<file path="src/rtl/uart_pkg.sv">
// uart_pkg: shared types and helpers for the parametrised UART receiver.
// Holds the FSM encoding, parity modes and the parity function.
package uart_pkg;

  typedef enum logic [2:0] {
    S_IDLE,
    S_START,
    S_DATA,
    S_PARITY,
    S_STOP,
    S_BREAK_WAIT
  } state_t;

  localparam int unsigned PARITY_NONE = 0;
  localparam int unsigned PARITY_EVEN = 1;
  localparam int unsigned PARITY_ODD  = 2;

  // Expected parity bit over the low nbits of d.
  function automatic logic parity_bit(
    input logic [8:0]  d,
    input int unsigned nbits,
    input int unsigned mode
  );
    logic x;
    x = 1'b0;
    for (int unsigned i = 0; i < 9; i++)
      if (i < nbits) x = x ^ d[i];
    return (mode == PARITY_ODD) ? ~x : x;
  endfunction

endpackage

</file>
<file path="src/rtl/uart_rx_param_if.sv">
// uart_rx_if: serial line, tick and received-word bundle.
// master drives the line, slave is the receiver.
interface uart_rx_if #(
  parameter int unsigned DATA_BITS = 8
);
  logic                 rx;
  logic                 tick;
  logic [DATA_BITS-1:0] rx_data;
  logic                 rx_valid;
  logic                 parity_err;
  logic                 frame_err;
  logic                 break_det;
  logic                 busy;

  modport master (
    output rx, tick,
    input  rx_data, rx_valid, parity_err,
    input  frame_err, break_det, busy
  );

  modport slave (
    input  rx, tick,
    output rx_data, rx_valid, parity_err,
    output frame_err, break_det, busy
  );
endinterface

</file>
<file path="src/rtl/uart_rx_param_sync.sv">
// uart_rx_sync: rx synchroniser plus tick-enabled sample history.
// o_maj is the 2-of-3 vote over the two stored samples and rx_s.
module uart_rx_sync #(
  parameter int unsigned SYNC_STAGES = 2
) (
  input  logic clk,
  input  logic rst_n,
  input  logic i_rx,
  input  logic i_tick,
  output logic o_rx_s,
  output logic o_maj
);

  logic [SYNC_STAGES-1:0] r_sync;
  logic [1:0]             r_hist;
  logic                   w_rx_s;

  // Metastability chain; resets to idle-high.
  always_ff @(posedge clk or negedge rst_n) begin
    if (!rst_n) r_sync <= '1;
    else        r_sync <= {r_sync[SYNC_STAGES-2:0], i_rx};
  end

  // Older two samples; the third is the current rx_s.
  always_ff @(posedge clk or negedge rst_n) begin
    if (!rst_n)      r_hist <= '1;
    else if (i_tick) r_hist <= {r_hist[0], w_rx_s};
  end

  assign w_rx_s = r_sync[SYNC_STAGES-1];
  assign o_rx_s = w_rx_s;
  assign o_maj  = (r_hist[1] & r_hist[0]) |
                  (r_hist[1] & w_rx_s)    |
                  (r_hist[0] & w_rx_s);

endmodule

</file>
<file path="src/rtl/uart_rx_param.sv">
// uart_rx_param: oversampled UART receiver with parity/stop options.
// Reports parity, framing and break errors with each word.
import uart_pkg::*;

module uart_rx_param #(
  parameter int unsigned DATA_BITS   = 8,
  parameter int unsigned PARITY      = 0,
  parameter int unsigned STOP_BITS   = 1,
  parameter int unsigned OVERSAMPLE  = 16,
  parameter int unsigned SYNC_STAGES = 2
) (
  input logic      clk,
  input logic      rst_n,
  uart_rx_if.slave bus
);

  localparam int CW = $clog2(OVERSAMPLE);
  localparam int IW = $clog2(DATA_BITS + 1);

  localparam logic [CW-1:0] C_HALF = CW'(OVERSAMPLE / 2 - 1);
  localparam logic [CW-1:0] C_LAST = CW'(OVERSAMPLE - 1);
  localparam logic [IW-1:0] I_LAST = IW'(DATA_BITS - 1);

  state_t               r_state, w_state_nx;
  logic [CW-1:0]        r_cnt, w_cnt_nx;
  logic [IW-1:0]        r_idx, w_idx_nx;
  logic [DATA_BITS-1:0] r_shift, w_shift_nx;
  logic                 r_stop, w_stop_nx;
  logic                 r_pbit, w_pbit_nx;
  logic                 r_perr_p, w_perr_p_nx;
  logic                 r_ferr_p, w_ferr_p_nx;
  logic [DATA_BITS-1:0] r_data, w_data_nx;
  logic                 r_valid, w_valid_nx;
  logic                 r_perr, w_perr_nx;
  logic                 r_ferr, w_ferr_nx;
  logic                 r_brk, w_brk_nx;
  logic                 w_fe;
  logic                 w_rx_s;
  logic                 w_maj;

  uart_rx_sync #(
    .SYNC_STAGES(SYNC_STAGES)
  ) u_sync (
    .clk    (clk),
    .rst_n  (rst_n),
    .i_rx   (bus.rx),
    .i_tick (bus.tick),
    .o_rx_s (w_rx_s),
    .o_maj  (w_maj)
  );

  // State, counters and output registers.
  always_ff @(posedge clk or negedge rst_n) begin
    if (!rst_n) begin
      r_state  <= S_IDLE;
      r_cnt    <= '0;
      r_idx    <= '0;
      r_shift  <= '0;
      r_stop   <= 1'b0;
      r_pbit   <= 1'b0;
      r_perr_p <= 1'b0;
      r_ferr_p <= 1'b0;
      r_data   <= '0;
      r_valid  <= 1'b0;
      r_perr   <= 1'b0;
      r_ferr   <= 1'b0;
      r_brk    <= 1'b0;
    end else begin
      r_state  <= w_state_nx;
      r_cnt    <= w_cnt_nx;
      r_idx    <= w_idx_nx;
      r_shift  <= w_shift_nx;
      r_stop   <= w_stop_nx;
      r_pbit   <= w_pbit_nx;
      r_perr_p <= w_perr_p_nx;
      r_ferr_p <= w_ferr_p_nx;
      r_data   <= w_data_nx;
      r_valid  <= w_valid_nx;
      r_perr   <= w_perr_nx;
      r_ferr   <= w_ferr_nx;
      r_brk    <= w_brk_nx;
    end
  end

  // Next-state and datapath; everything moves only on tick.
  always_comb begin
    w_state_nx  = r_state;
    w_cnt_nx    = r_cnt;
    w_idx_nx    = r_idx;
    w_shift_nx  = r_shift;
    w_stop_nx   = r_stop;
    w_pbit_nx   = r_pbit;
    w_perr_p_nx = r_perr_p;
    w_ferr_p_nx = r_ferr_p;
    w_data_nx   = r_data;
    w_valid_nx  = 1'b0;
    w_perr_nx   = r_perr;
    w_ferr_nx   = r_ferr;
    w_brk_nx    = r_brk;
    w_fe        = r_ferr_p | ~w_maj;
    if (bus.tick) begin
      unique case (r_state)
        S_IDLE: begin
          if (!w_rx_s) begin
            w_state_nx = S_START;
            w_cnt_nx   = '0;
          end
        end
        S_START: begin
          if (r_cnt == C_HALF) begin
            if (w_maj) begin
              w_state_nx = S_IDLE;
            end else begin
              w_state_nx  = S_DATA;
              w_cnt_nx    = '0;
              w_idx_nx    = '0;
              w_stop_nx   = 1'b0;
              w_pbit_nx   = 1'b0;
              w_perr_p_nx = 1'b0;
              w_ferr_p_nx = 1'b0;
            end
          end else begin
            w_cnt_nx = r_cnt + 1'b1;
          end
        end
        S_DATA: begin
          if (r_cnt == C_LAST) begin
            w_cnt_nx = '0;
            w_idx_nx = r_idx + 1'b1;
            if (DATA_BITS > 1)
              w_shift_nx = {w_maj, r_shift[DATA_BITS-1:1]};
            else
              w_shift_nx = w_maj;
            if (r_idx == I_LAST)
              w_state_nx = (PARITY != PARITY_NONE) ? S_PARITY : S_STOP;
          end else begin
            w_cnt_nx = r_cnt + 1'b1;
          end
        end
        S_PARITY: begin
          if (r_cnt == C_LAST) begin
            w_cnt_nx    = '0;
            w_pbit_nx   = w_maj;
            w_perr_p_nx = w_maj != parity_bit(9'(r_shift), DATA_BITS, PARITY);
            w_state_nx  = S_STOP;
          end else begin
            w_cnt_nx = r_cnt + 1'b1;
          end
        end
        S_STOP: begin
          if (r_cnt == C_LAST) begin
            w_cnt_nx = '0;
            if (STOP_BITS == 2 && !r_stop) begin
              w_stop_nx   = 1'b1;
              w_ferr_p_nx = w_fe;
            end else begin
              w_valid_nx = 1'b1;
              w_data_nx  = r_shift;
              w_perr_nx  = r_perr_p;
              w_ferr_nx  = w_fe;
              w_brk_nx   = w_fe && (r_shift == '0) &&
                           (PARITY == PARITY_NONE || !r_pbit);
              w_state_nx = w_brk_nx ? S_BREAK_WAIT : S_IDLE;
            end
          end else begin
            w_cnt_nx = r_cnt + 1'b1;
          end
        end
        S_BREAK_WAIT: begin
          if (w_rx_s) w_state_nx = S_IDLE;
        end
        default: w_state_nx = S_IDLE;
      endcase
    end
  end

  assign bus.rx_data    = r_data;
  assign bus.rx_valid   = r_valid;
  assign bus.parity_err = r_perr;
  assign bus.frame_err  = r_ferr;
  assign bus.break_det  = r_brk;
  assign bus.busy       = (r_state != S_IDLE);

endmodule
</file>
<file path="src/flat_wrapper.sv">
// flat-port wrapper written by rule: the top's interface ports become plain ports
module uart_rx_param_flat 
#(
  parameter int unsigned DATA_BITS   = 8,
  parameter int unsigned PARITY      = 0,
  parameter int unsigned STOP_BITS   = 1,
  parameter int unsigned OVERSAMPLE  = 16,
  parameter int unsigned SYNC_STAGES = 2
)
  (clk, rst_n, bus_rx, bus_tick, bus_rx_data, bus_rx_valid, bus_parity_err, bus_frame_err, bus_break_det, bus_busy);
  uart_rx_if #(.DATA_BITS(DATA_BITS)) bus_i ();
  input logic clk;
  input logic rst_n;
  input wire logic [$bits(bus_i.rx)-1:0] bus_rx;
  input wire logic [$bits(bus_i.tick)-1:0] bus_tick;
  output wire logic [$bits(bus_i.rx_data)-1:0] bus_rx_data;
  output wire logic [$bits(bus_i.rx_valid)-1:0] bus_rx_valid;
  output wire logic [$bits(bus_i.parity_err)-1:0] bus_parity_err;
  output wire logic [$bits(bus_i.frame_err)-1:0] bus_frame_err;
  output wire logic [$bits(bus_i.break_det)-1:0] bus_break_det;
  output wire logic [$bits(bus_i.busy)-1:0] bus_busy;
  assign bus_i.rx = bus_rx;
  assign bus_i.tick = bus_tick;
  assign bus_rx_data = bus_i.rx_data;
  assign bus_rx_valid = bus_i.rx_valid;
  assign bus_parity_err = bus_i.parity_err;
  assign bus_frame_err = bus_i.frame_err;
  assign bus_break_det = bus_i.break_det;
  assign bus_busy = bus_i.busy;
  uart_rx_param #(.DATA_BITS(DATA_BITS), .PARITY(PARITY), .STOP_BITS(STOP_BITS), .OVERSAMPLE(OVERSAMPLE), .SYNC_STAGES(SYNC_STAGES)) u_core (.clk(clk), .rst_n(rst_n), .bus(bus_i));
endmodule
</file>
<file path="config.mk">
export PLATFORM = sky130hd
export DESIGN_NAME = uart_rx_param_flat
export DESIGN_NICKNAME = d
export VERILOG_FILES = /design/src/rtl/uart_pkg.sv /design/src/rtl/uart_rx_param_if.sv /design/src/rtl/uart_rx_param_sync.sv /design/src/rtl/uart_rx_param.sv /design/src/flat_wrapper.sv
export SDC_FILE = /design/constraint.sdc
export NUM_CORES = 1
export LEC_CHECK = 0
export BUFFER_PORTS_ARGS = -buffer_cell sky130_fd_sc_hd__buf_4
export CAP_MARGIN = 30
export CORE_MARGIN = 4
export CORE_UTILIZATION = 50
export DETAILED_ROUTE_END_ITERATION = 6
export PLACE_DENSITY = 0.75
export SYNTH_ARGS = -nofsm -noshare
export SYNTH_HDL_FRONTEND = slang
export SYNTH_SLANG_ARGS = --single-unit
</file>
<file path="constraint.sdc">
create_clock -name clk -period 1.8 [get_ports clk]
set_input_delay 0.36 -clock clk [delete_from_list [all_inputs] [get_ports clk]]
set_output_delay 0.36 -clock clk [all_outputs]
set_load 0.1 [all_outputs]
</file>
==> flow_metrics.tcl <==
set metrics [dict create \
    r2r_end "u_core.r_state[0]" \
    layout_common_cells "buf_4, dfrtp_1, mux2_2" \
    nets 208 \
    fin_setup_tns_ns 0 \
    fp.dieW_um 68.61 \
    viasPerCell 5.714 \
    drtPass1Iterations 4 \
    hpwl_mm 2.814 \
    clk_pin_slew_ns 0.08 \
    wl_met1_mm 1.704 \
    grt_antenna_before_repair 0 \
    ys_async_sr_fraction_pct 100.0 \
    power_leakage_nw 1.110 \
    reg2reg_from "u_core.r_shift[0]" \
    tightestPinTransition_ns 0.4939 \
    pre_cts_ws_ns -0.1128 \
    arrival_ns 2.02 \
    cpMaxStageDelayCell "or4b_4" \
    ys.flop_type "dfrtp_1" \
    crit_required_ns 2.03 \
    highest-signal-layer "met4" \
    rows 21 \
    htreeDepth 2 \
    rsz0062_at_grt "true" \
    holdBufCountCts 0 \
    cp_max_fo 2 \
    holdWs_ns 0.002321 \
    crit_end "u_core.r_state[0]" \
    grt.overflow.total 0 \
    maxSlewHeadroom_pct 66.65 \
    antennaDiodeCount 0 \
    met3_length_um 164 \
    fillCellCount 248 \
    cts.sink_count 36 \
    io_buffers 16 \
    drive_above_1_share_pct 50.00 \
    min_period_ns 1.784 \
    grt_max_degree 37 \
    cts_root_buf "clkbuf_8" \
    final_common_cell "buf_4" \
    numCtsBuffers 5 \
    post-route-period-util_pct 99.12 \
    synth_nets 167 \
    clkLatencyLatePin_ns 0.29 \
    initial_core_util_pct 53.36 \
    detail_route.wl_per_cell_um 16.67 \
    clock-skew-final_ns 0.003712 \
    ys_ff_latch 36 \
    drcViolationCount 0 \
    ir_worst_vdd_mv 0.9928 \
    status "finished, final reports clean" \
    clock_path_buffers 2 \
    synth_area_um2 1837 \
    setup_slack_ns 0.01578 \
    place.gp.congestion 0.8451 \
    hold_path.class "primary input to async pin" \
    synth_edf_count 0 \
    ioPinCount 17 \
    syn_inst 160 \
    syn2layout_area_growth_pct 31.13 \
    max_freq_ghz 0.5605 \
    crit_chain "inv_2 > ha_4 > or4b_4 > or3_4 > a21boi_2 > mux2_4" \
    end_kind "flop" \
    power_density_nw_per_um2 1617 \
    syn-mean-instance-area_um2 11.48 \
    final_hold_viol_count 0 \
    ant_nets 0 \
    drt_iter0_markers 104 \
    chipHeight_um 68.61 \
    synth-seq-area-share_pct 49.32 \
    wl_mm 4.135 \
    reg2reg_depth 6 \
    worst-setup-path-type "flop to flop" \
    cp-startpoint "u_core.r_shift[0]" \
    core_area_um2 3442 \
    maxCapViolCount 0 \
    drv_slew 0 \
    max_stage_delay_ns 0.47 \
    start_kind "flop" \
    ys_types 50 \
    grt_pass1_wl_mm 6.665 \
    synth-warning-count 0 \
    dieArea_um2 4707 \
    grtUsageTotal_pct 19.80 \
    met2_length_mm 2.155 \
    grt_pass1_vias 1397 \
    vias 1417 \
    setup_viol 0 \
    rrSetupSlack_ns 0.02 \
    cts_tree "done" \
]
-- final cells by class --
| class | instances | area [um^2] | area share, % |
|---|---|---|---|
| timing repair buffer | 43 | 326.6 | 13.56 |
| tap | 46 | 57.56 | 2.390 |
| multi-input combinational | 108 | 977.2 | 40.57 |
| sequential | 36 | 909.6 | 37.77 |
| inverter | 7 | 26.28 | 1.091 |
| clock buffer | 5 | 68.82 | 2.857 |
| clock inverter | 3 | 42.54 | 1.766 |
-- registers in the layout, indices dropped and copies added, names as in the netlist --
register               flops
u_core.r_idx               4
u_core.bus.rx_data         8
u_core.bus.rx_valid        1
u_core.r_state             3
u_core.bus.parity_err      1
u_core.r_cnt               4
u_core.bus.break_det       1
u_core.r_shift             8
u_core.u_sync.r_hist       2
u_core.bus.frame_err       1
u_core.u_sync.r_sync       2
u_core.r_perr_p            1
-- critical path: cells and delay by family (launching register included) --
| kind | cells | cell delay [ns] |
|---|---|---|
| AOI/OAI and AO/OA | 1 | 0.15 |
| DFF | 1 | 0.39 |
| muxes | 1 | 0.15 |
| adders and majority gates | 1 | 0.12 |
| buffers and inverters | 1 | 0.08 |
| and+or+nand+nor | 2 | 0.83 |
-- through the flow --
step	total power, W	area (um^2)	std cells	util [%]
final	0.003894	2409	248	69.97
after global routing	0.004104	2409	248	69.97
after CTS	0.003734	2327	245	67.61
after detailed placement	0.002797	2162	237	62.81
after global placement	0.002703	2162	237	62.81
after floorplan	0.002283	1844	160	-
-- cell usage after synthesis, drive strengths merged, types with 2 or more instances --
library cell,count,area [um^2]
nand3,3,15.01
a22o,2,18.77
mux2i,2,20.02
a211o,2,17.52
xor2,2,17.52
nor2b,2,12.51
or3,6,43.79
dfrtp,32,800.8
o31ai,4,30.03
nand3b,2,15.01
nand2,5,18.77
mux2,19,214.0
ha,3,37.54
dfstp,4,105.1
clkbuf,6,22.52
buf,3,15.01
nor4,2,12.51
inv,7,26.28
nand2b,6,37.54
a32o,2,20.02
nor2,5,18.77
o21ai,10,50.05
or2,2,12.51
xnor2,4,35.03
a21oi,2,10.01
and3,3,20.02
-- worst min path at each step --
| stage | endpoint | slack (ns) | cells after the start |
|---|---|---|---|
| floorplan | u_core.bus.break_det | 0.06 | 0 |
| global placement | u_core.r_cnt[1] | 0.33 | 1 |
| detailed placement | u_core.r_cnt[1] | 0.34 | 1 |
| CTS | u_core.r_cnt[1] | 0.03 | 1 |
| global route | u_core.r_cnt[1] | 0.04 | 1 |
| finish | u_core.r_cnt[1] | 0.002 | 1 |
-- power breakdown --
group | switching (W) | total, W | internal, W
sequential | 0.000196 | 0.00119 | 0.000999
clock | 0.000304 | 0.000714 | 0.000410
combinational | 0.000934 | 0.00199 | 0.00105
total | 0.00143 | 0.00389 | 0.00246
-- logic make-up after synthesis --
family	after synthesis	synth area share (%)
AND/OR/NAND/NOR	44	15.05
flip-flops	36	49.32
AO/OA/AOI/OAI	32	12.47
multiplexers	21	12.74
buffers and inverters	16	3.474
XOR/XNOR	7	4.292
adder cells (fa/ha/maj)	4	2.657
-- what timing repair did --
item / 4_1_cts / 5_1_grt
setup buffers: 0 / 3
gates resized for setup: 10 / 14
setup endpoints to repair: 15 / 21
pin swaps: 4 / 3
-- layer usage --
| layer | GRT usage [%] | vias to the layer above |
|---|---|---|
| met5 | 0 | - |
| met4 | 8.437 | 0 |
| met3 | 5.511 | 13 |
| met2 | 33.25 | 39 |
| met1 | 23.65 | 696 |
| li1 | - | 669 |
Power figures use the tool's default switching activity.
